`config.mk`:
```
export PLATFORM = sky130hd
export DESIGN_NAME = multicycle_ctrl_flat
export DESIGN_NICKNAME = d
export VERILOG_FILES = /design/src/rtl/multicycle_ctrl_pkg.sv /design/src/rtl/multicycle_ctrl_if.sv /design/src/rtl/multicycle_ctrl_decode.sv /design/src/rtl/multicycle_ctrl.sv /design/src/flat_wrapper.sv
export SDC_FILE = /design/constraint.sdc
export NUM_CORES = 1
export LEC_CHECK = 0
export CAP_MARGIN = 20
export CORE_AREA = 2 2 76 78
export DETAILED_ROUTE_END_ITERATION = 8
export DIE_AREA = 0 0 78 80
export PLACE_DENSITY = 0.8
export SYNTH_ARGS = -nofsm -noshare
export SYNTH_HDL_FRONTEND = slang
export SYNTH_SLANG_ARGS = --single-unit
```
`constraint.sdc`:
```
create_clock -name CLK -period 4 [get_ports CLK]
set_input_delay 1 -clock CLK [delete_from_list [all_inputs] [get_ports CLK]]
set_output_delay 1 -clock CLK [all_outputs]
set_load 0.02 [all_outputs]
```
`src/rtl/multicycle_ctrl_pkg.sv`:
```
// Shared constants for the multicycle MIPS sequencer: opcode/funct codes,
// state encodings (including HALT), datapath select encodings and decode classes.
package multicycle_ctrl_pkg;

  localparam logic [5:0] OP_RTYPE = 6'b000000;
  localparam logic [5:0] OP_ADDI  = 6'b001000;
  localparam logic [5:0] OP_ORI   = 6'b001101;
  localparam logic [5:0] OP_LW    = 6'b100011;
  localparam logic [5:0] OP_SW    = 6'b101011;
  localparam logic [5:0] OP_BEQ   = 6'b000100;
  localparam logic [5:0] OP_BNE   = 6'b000101;
  localparam logic [5:0] OP_J     = 6'b000010;
  localparam logic [5:0] OP_JAL   = 6'b000011;
  localparam logic [5:0] OP_HALT  = 6'b111111;

  localparam logic [5:0] FN_ADD = 6'b100000;
  localparam logic [5:0] FN_SUB = 6'b100010;
  localparam logic [5:0] FN_AND = 6'b100100;
  localparam logic [5:0] FN_OR  = 6'b100101;
  localparam logic [5:0] FN_SLT = 6'b101010;
  localparam logic [5:0] FN_JR  = 6'b001000;

  // HALT sits above the 3-bit debug field so state[2:0] reads 000 there
  typedef enum logic [3:0] {
    ST_IF     = 4'b0000,
    ST_ID     = 4'b0001,
    ST_EXE_LS = 4'b0010,
    ST_MEM    = 4'b0011,
    ST_WB_LD  = 4'b0100,
    ST_EXE_BR = 4'b0101,
    ST_EXE_AL = 4'b0110,
    ST_WB_AL  = 4'b0111,
    ST_HALT   = 4'b1000
  } state_t;

  localparam logic [1:0] PC_SEQ  = 2'd0;
  localparam logic [1:0] PC_BR   = 2'd1;
  localparam logic [1:0] PC_JUMP = 2'd2;
  localparam logic [1:0] PC_REG  = 2'd3;

  localparam logic [1:0] RD_RT  = 2'd0;
  localparam logic [1:0] RD_RD  = 2'd1;
  localparam logic [1:0] RD_R31 = 2'd2;

  localparam logic [1:0] WB_ALU = 2'd0;
  localparam logic [1:0] WB_MEM = 2'd1;
  localparam logic [1:0] WB_PC4 = 2'd2;

  localparam logic [1:0] ALU_ADD   = 2'd0;
  localparam logic [1:0] ALU_SUB   = 2'd1;
  localparam logic [1:0] ALU_FUNCT = 2'd2;
  localparam logic [1:0] ALU_OR    = 2'd3;

  typedef enum logic [3:0] {
    C_RTYPE, C_ADDI, C_ORI, C_LW, C_SW, C_BR, C_J, C_JAL, C_JR, C_HALT, C_ILLEGAL
  } iclass_t;

endpackage

```
`src/rtl/multicycle_ctrl_if.sv`:
```
// Control bus between the sequencer (master) and the datapath (slave).
interface multicycle_ctrl_if #(
  parameter int unsigned CNT_W = 32
);
  logic [5:0]       opcode;
  logic [5:0]       funct;
  logic             zero;
  logic             pc_we;
  logic [1:0]       pc_src;
  logic             ir_we;
  logic             reg_we;
  logic [1:0]       reg_dst;
  logic [1:0]       wb_sel;
  logic             mem_rd;
  logic             mem_we;
  logic             alu_src_b;
  logic [1:0]       alu_op;
  logic [2:0]       state;
  logic [CNT_W-1:0] retired;
  logic             halted;
  logic             illegal;

  modport master (
    input  opcode, funct, zero,
    output pc_we, pc_src, ir_we, reg_we, reg_dst, wb_sel, mem_rd, mem_we,
           alu_src_b, alu_op, state, retired, halted, illegal
  );

  modport slave (
    output opcode, funct, zero,
    input  pc_we, pc_src, ir_we, reg_we, reg_dst, wb_sel, mem_rd, mem_we,
           alu_src_b, alu_op, state, retired, halted, illegal
  );
endinterface

```
`src/rtl/multicycle_ctrl_decode.sv`:
```
// Combinational instruction classifier: opcode + funct -> instruction class.
module mcpu_ctrl_decode
  import multicycle_ctrl_pkg::*;
(
  input  logic [5:0] opcode,
  input  logic [5:0] funct,
  output iclass_t    iclass
);

  always_comb begin
    iclass = C_ILLEGAL;
    case (opcode)
      OP_RTYPE: begin
        case (funct)
          FN_JR:                                 iclass = C_JR;
          FN_ADD, FN_SUB, FN_AND, FN_OR, FN_SLT: iclass = C_RTYPE;
          default:                               iclass = C_ILLEGAL;
        endcase
      end
      OP_ADDI:         iclass = C_ADDI;
      OP_ORI:          iclass = C_ORI;
      OP_LW:           iclass = C_LW;
      OP_SW:           iclass = C_SW;
      OP_BEQ, OP_BNE:  iclass = C_BR;
      OP_J:            iclass = C_J;
      OP_JAL:          iclass = C_JAL;
      OP_HALT:         iclass = C_HALT;
      default:         iclass = C_ILLEGAL;
    endcase
  end

endmodule

```
`src/rtl/multicycle_ctrl.sv`:
```
// Multicycle MIPS sequencer: state register, per-state control decode,
// retired-instruction counter and sticky illegal-opcode flag.
module multicycle_ctrl
  import multicycle_ctrl_pkg::*;
#(
  parameter int unsigned CNT_W = 32
) (
  input  logic               CLK,
  input  logic               RST,
  multicycle_ctrl_if.master  bus
);

  state_t           st;
  iclass_t          iclass;
  logic             illegal_q;
  logic [CNT_W-1:0] retired_q;
  logic             br_taken;

  logic       pc_we_d, ir_we_d, reg_we_d, mem_rd_d, mem_we_d, alu_src_b_d;
  logic [1:0] pc_src_d, reg_dst_d, wb_sel_d, alu_op_d;

  mcpu_ctrl_decode u_decode (
    .opcode (bus.opcode),
    .funct  (bus.funct),
    .iclass (iclass)
  );

  assign br_taken = (bus.opcode == OP_BEQ) ? bus.zero : !bus.zero;

  always_comb begin
    pc_we_d     = 1'b0;
    pc_src_d    = PC_SEQ;
    ir_we_d     = 1'b0;
    reg_we_d    = 1'b0;
    reg_dst_d   = RD_RT;
    wb_sel_d    = WB_ALU;
    mem_rd_d    = 1'b0;
    mem_we_d    = 1'b0;
    alu_src_b_d = 1'b0;
    alu_op_d    = ALU_ADD;
    case (st)
      ST_IF: ir_we_d = 1'b1;
      ST_ID: begin
        case (iclass)
          C_J: begin
            pc_we_d  = 1'b1;
            pc_src_d = PC_JUMP;
          end
          C_JAL: begin
            pc_we_d   = 1'b1;
            pc_src_d  = PC_JUMP;
            reg_we_d  = 1'b1;
            reg_dst_d = RD_R31;
            wb_sel_d  = WB_PC4;
          end
          C_JR: begin
            pc_we_d  = 1'b1;
            pc_src_d = PC_REG;
          end
          default: ;
        endcase
      end
      // ALU controls stay valid through WB_AL so the result is still on the bus
      ST_EXE_AL, ST_WB_AL: begin
        alu_src_b_d = (iclass != C_RTYPE);
        alu_op_d    = (iclass == C_RTYPE) ? ALU_FUNCT :
                      (iclass == C_ORI)   ? ALU_OR    : ALU_ADD;
        if (st == ST_WB_AL) begin
          reg_we_d  = 1'b1;
          reg_dst_d = (iclass == C_RTYPE) ? RD_RD : RD_RT;
          pc_we_d   = 1'b1;
        end
      end
      ST_EXE_LS: alu_src_b_d = 1'b1;
      ST_MEM: begin
        if (iclass == C_LW) begin
          mem_rd_d = 1'b1;
        end else begin
          mem_we_d = 1'b1;
          pc_we_d  = 1'b1;
        end
      end
      ST_WB_LD: begin
        reg_we_d = 1'b1;
        wb_sel_d = WB_MEM;
        pc_we_d  = 1'b1;
      end
      ST_EXE_BR: begin
        alu_op_d = ALU_SUB;
        pc_we_d  = 1'b1;
        pc_src_d = br_taken ? PC_BR : PC_SEQ;
      end
      default: ;
    endcase
  end

  always_ff @(posedge CLK or negedge RST) begin
    if (!RST) begin
      st        <= ST_IF;
      illegal_q <= 1'b0;
      retired_q <= '0;
    end else begin
      if (pc_we_d) retired_q <= retired_q + CNT_W'(1);
      case (st)
        ST_IF: st <= ST_ID;
        ST_ID: begin
          case (iclass)
            C_RTYPE, C_ADDI, C_ORI: st <= ST_EXE_AL;
            C_LW, C_SW:             st <= ST_EXE_LS;
            C_BR:                   st <= ST_EXE_BR;
            C_J, C_JAL, C_JR:       st <= ST_IF;
            C_HALT:                 st <= ST_HALT;
            default: begin
              illegal_q <= 1'b1;
              st        <= ST_HALT;
            end
          endcase
        end
        ST_EXE_AL: st <= ST_WB_AL;
        ST_WB_AL:  st <= ST_IF;
        ST_EXE_LS: st <= ST_MEM;
        ST_MEM:    st <= (iclass == C_LW) ? ST_WB_LD : ST_IF;
        ST_WB_LD:  st <= ST_IF;
        ST_EXE_BR: st <= ST_IF;
        ST_HALT:   st <= ST_HALT;
        default:   st <= ST_IF;
      endcase
    end
  end

  // Enables are qualified by RST so an async reset kills any in-flight strobe
  assign bus.pc_we     = pc_we_d  & RST;
  assign bus.ir_we     = ir_we_d  & RST;
  assign bus.reg_we    = reg_we_d & RST;
  assign bus.mem_rd    = mem_rd_d & RST;
  assign bus.mem_we    = mem_we_d & RST;
  assign bus.pc_src    = pc_src_d;
  assign bus.reg_dst   = reg_dst_d;
  assign bus.wb_sel    = wb_sel_d;
  assign bus.alu_src_b = alu_src_b_d;
  assign bus.alu_op    = alu_op_d;
  assign bus.state     = st[2:0];
  assign bus.halted    = (st == ST_HALT);
  assign bus.illegal   = illegal_q;
  assign bus.retired   = retired_q;

endmodule

```
`src/flat_wrapper.sv`:
```
// flat-port wrapper written by rule: the top's interface ports become plain ports
module multicycle_ctrl_flat import multicycle_ctrl_pkg::*;
#(
  parameter int unsigned CNT_W = 32
)
  (CLK, RST, bus_opcode, bus_funct, bus_zero, bus_pc_we, bus_pc_src, bus_ir_we, bus_reg_we, bus_reg_dst, bus_wb_sel, bus_mem_rd, bus_mem_we, bus_alu_src_b, bus_alu_op, bus_state, bus_retired, bus_halted, bus_illegal);
  multicycle_ctrl_if #(.CNT_W(CNT_W)) bus_i ();
  input  logic CLK;
  input  logic RST;
  input wire logic [$bits(bus_i.opcode)-1:0] bus_opcode;
  input wire logic [$bits(bus_i.funct)-1:0] bus_funct;
  input wire logic [$bits(bus_i.zero)-1:0] bus_zero;
  output wire logic [$bits(bus_i.pc_we)-1:0] bus_pc_we;
  output wire logic [$bits(bus_i.pc_src)-1:0] bus_pc_src;
  output wire logic [$bits(bus_i.ir_we)-1:0] bus_ir_we;
  output wire logic [$bits(bus_i.reg_we)-1:0] bus_reg_we;
  output wire logic [$bits(bus_i.reg_dst)-1:0] bus_reg_dst;
  output wire logic [$bits(bus_i.wb_sel)-1:0] bus_wb_sel;
  output wire logic [$bits(bus_i.mem_rd)-1:0] bus_mem_rd;
  output wire logic [$bits(bus_i.mem_we)-1:0] bus_mem_we;
  output wire logic [$bits(bus_i.alu_src_b)-1:0] bus_alu_src_b;
  output wire logic [$bits(bus_i.alu_op)-1:0] bus_alu_op;
  output wire logic [$bits(bus_i.state)-1:0] bus_state;
  output wire logic [$bits(bus_i.retired)-1:0] bus_retired;
  output wire logic [$bits(bus_i.halted)-1:0] bus_halted;
  output wire logic [$bits(bus_i.illegal)-1:0] bus_illegal;
  assign bus_i.opcode = bus_opcode;
  assign bus_i.funct = bus_funct;
  assign bus_i.zero = bus_zero;
  assign bus_pc_we = bus_i.pc_we;
  assign bus_pc_src = bus_i.pc_src;
  assign bus_ir_we = bus_i.ir_we;
  assign bus_reg_we = bus_i.reg_we;
  assign bus_reg_dst = bus_i.reg_dst;
  assign bus_wb_sel = bus_i.wb_sel;
  assign bus_mem_rd = bus_i.mem_rd;
  assign bus_mem_we = bus_i.mem_we;
  assign bus_alu_src_b = bus_i.alu_src_b;
  assign bus_alu_op = bus_i.alu_op;
  assign bus_state = bus_i.state;
  assign bus_retired = bus_i.retired;
  assign bus_halted = bus_i.halted;
  assign bus_illegal = bus_i.illegal;
  multicycle_ctrl #(.CNT_W(CNT_W)) u_core (.CLK(CLK), .RST(RST), .bus(bus_i));
endmodule
```
==> impl_results.md <==
* Num Clock Sinks at 37
* Die X at 78 um
* Setup WS pre-CTS at -0.730 ns
* Vias in the first global route at 2520
* Hold Path Class: flip-flop to flip-flop
* Share of post-route cells with drive strength above 1 at 22.5%
* WP data required at 3.00 ns
* Slew Viols, Final at 0
* Leak at 1.35 nW
* Worst hold stages at 1
* Setup Crit Path Kind: input pin to primary output
* ANT nets after route at 0
* Net Switching at 0.000778 W
* DRT Pass-1 Iters at 5
* Post-synthesis sequential area ratio at 35.7%
* Switching share of total power at a little under half
* First-pass GRT wire length at 12.3 mm
* Final Hold Fails at 0
* Combinational fraction of design power at between 50 and 60%
* Total Nets Final at 380
* Syn_nets at 300
* Row count at 27
* Unrepaired setup endpoints after global routing: true
* Post-Layout Inst Area at 3660 sq um
* Arr. time, crit path at 2.91 ns
* Clock network power share at 15.5%
* Largest net degree at the start of global routing at 31
* Htree depth at 2
* GRT overflow at 0
* Count of port buffers added during placement at 65
* Clock root buffer: clkbuf_8
* Core area at 5410 sq um
* Seq pwr share at 34.2%
* PD cells at 465 nW/um^2
* Worst path cell trace: clkdlybuf4s50_1 -> or4b_4 -> nor3_4 -> o22ai_4 -> nor2_4 -> buf_6 -> and3_1 -> buf_4
* CP Max Fanout at 3
* Synth Flop Type: dfrtp_1
* Reg-to-reg startpoint: u_core.st[1]
* Die area at about 6200 sq um
* Minimum clock period at 3.91 ns
* Worst VDD drop at ~0.49 mV
* Post-layout util at 67.8%
* Initial antenna violation count at 0
* Via Count at 2586
* WL final at roughly 7.5 mm
* Syn Inst Count at 284
* R2R Setup Slk at 1.44 ns
* Yosys warns at 0
* Hold EP: u_core.bus.retired[31]
* Slew headroom at 62.3%
* Result of the run: finished, final reports clean
* Max-cap violation count at 0
* Slowest stage cell, crit path: or4b_4
* TritonCTS clock tree: built
* Syn avg cell area at 9.14 sq um
* Vias/cell at 5.93
* Reg-to-Reg End: u_core.bus.retired[29]
* Total GRT Usage at 24.7%
* Synthesized flop and latch total at 37
* 1st-iter DRT viols at 246
* CP Capture Type: primary output
* Worst Max-Slew Pin Slew at 0.558 ns
* Worst-skew pair later-pin latency at 0.29 ns
* Diode count at 0
* CTS clk-pin slew, worst paths at approximately 0.070 ns
* Setup ws final at 0.0864 ns
* Synth unique cells at 57
* Tcrit/Tclk final at a little over nine tenths
* Bufs and invs on worst path at 3
* TNS Setup at 0 ns
* Hold slack at ~0.47 ns
* Starting Density at a little under 50%
* Routability cong. at between 1 and 1.5
* Area growth, synth to finish at 41.2%
* Startpoint type of the worst setup path: input pin
* Clock Tree Buf Depth at 2
* Drt wl/cell at approximately 17 um
* Worst-case reg-to-reg path depth at 7
* HPWL Detailed at slightly above 5 mm
* Clk_skew at 0.00656 ns
* Post-synth EDFFs at 0
* Chip height at 80 um
* Placed cell area at 3410 sq um
* Hold path startpoint: u_core.bus.retired[31]
* Final setup violation count at 0
* Cts bufs inserted at 5
* CP max stage delay at 0.54 ns
* Critical path's top delay family: simple AND/OR/NAND/NOR gates
* Fmax at about 260 MHz
* Internal Power at 0.000928 W
* I/O pin count at 66
* Residual DRC at 0
* Mapped cell area at ~2600 sq um
* Async SR Flop Fraction at 100%
cells by family (layout without fill, tap and decap cells):
logic type,Yosys count,after routing,share of synthesized area [%]
AOI/OAI and AO/OA,57,57,18.9
xor gates and xnor gates,32,32,10.8
adders and majority gates,2,2,0.867
buffers and inverters,34,114,6.41
DFF,37,37,35.7
muxes,3,3,1.20
and+or+nand+nor,119,119,26.2
registers in the layout, indices dropped and copies added (netlist names):
register and flops:
u_core.bus.retired 32, u_core.st 4, u_core.bus.illegal 1
per-stage QoR:
| step | power (W) | cells |
|---|---|---|
| finish | 0.00171 | 436 |
| detailed placement | 0.00140 | 424 |
| global route | 0.00181 | 436 |
| global placement | 0.00138 | 424 |
| CTS | 0.00169 | 434 |
| floorplan | 0.00109 | 284 |
repair_timing:
| item | CTS | global route |
|---|---|---|
| buffers inserted | 3 | 2 |
| gates cloned | 0 | 0 |
| setup endpoints to repair | 10 | 9 |
| pin swaps | 9 | 5 |
| hold buffers | 0 | 0 |
| gates resized for setup | 68 | 19 |
worst max path at each step:
stage	from	cells after the start	slack, ns	end
after floorplan	bus_opcode[1]	6	0.1	bus_alu_op[0]
after global placement	bus_opcode[1]	7	-0.58	bus_alu_op[0]
after detailed placement	bus_opcode[2]	8	-0.73	bus_alu_op[0]
after CTS	bus_funct[1]	7	-0.03	bus_alu_op[0]
after global routing	bus_funct[5]	8	-0.002	bus_reg_dst[0]
final	bus_funct[5]	8	0.09	bus_reg_dst[0]
final cells by class:
type / count / area (sq um)
fillers: 413 / 1740
well taps: 72 / 90.1
flip-flops and latches: 37 / 926
clock buffers: 7 / 86.3
inverters: 9 / 33.8
repair buffers: 98 / 881
multi-input cells: 213 / 1650
routing by layer:
layer | vias to the layer above | track usage, % | share of wire [%]
met2 | 116 | 42.6 | 50
met4 | 0 | 6.14 | 1.8
met5 | - | 0 | 0
met3 | 15 | 5.32 | 6.8
met1 | 1255 | 31.8 | 42
li1 | 1200 | - | -
cell usage after synthesis, types with 2 or more instances:
cell type  instances  area, sq um
mux2i_1            2         20.0
or3_1              6         37.5
nor2b_1            5         31.3
nand3_1           17         85.1
a2111oi_4          4          110
and4_1             2         17.5
and3_1             4         25.0
a211oi_1           7         52.6
dfrtp_1           37          926
nor2_1            16         60.1
clkbuf_1          12         45.0
buf_4              5         37.5
xnor2_1            2         17.5
nand2_1           19         71.3
and2_1             2         12.5
buf_6              2         22.5
xor2_1            30          263
buf_1              2         7.51
nand2b_1           6         37.5
o22ai_1            2         12.5
nor4b_1            2         17.5
nor3_1            11         55.1
nor4bb_1           2         20.0
a21oi_1           22          110
o32ai_1            2         17.5
a21boi_0           2         15.0
nand4_1           16          100
nor4_1             4         25.0
o21ai_0            2         10.0
buf_2              4         20.0
inv_1              9         33.8
cell usage in the layout (no fill, tap or decap), types with 2 or more instances in the layout:
cell / instances
nor3_2: 3
and3_1: 4
and4_1: 2
nor4b_1: 2
nand3_1: 17
a21oi_2: 2
or3_1: 3
a211oi_1: 7
mux2i_1: 2
inv_1: 9
or3_4: 3
nor4bb_1: 2
nor3_4: 2
nand2_1: 18
dfrtp_1: 37
nor2_1: 15
xor2_1: 30
nand2b_1: 5
buf_2: 8
xnor2_1: 2
nand4_1: 16
dlymetal6s2s_1: 4
and2_1: 2
clkdlybuf4s50_1: 46
o21ai_0: 2
nor2b_1: 5
clkbuf_8: 6
nor4_1: 3
buf_4: 28
a21oi_1: 20
nor3_1: 7
buf_6: 7
a2111oi_4: 4
dlygate4sd2_1: 3
power by group through the flow:
| stage | Sequential [W] | Clock [W] | Combinational [W] |
|---|---|---|---|
| floorplan | 0.000621 | 0 | 0.000465 |
| global placement | 0.000580 | 0 | 0.000804 |
| detailed placement | 0.000582 | 0 | 0.000821 |
| CTS | 0.000581 | 0.000266 | 0.000840 |
| global route | 0.000599 | 0.000291 | 0.000915 |
| finish | 0.000584 | 0.000265 | 0.000857 |
(Power assumes the default switching activity.)
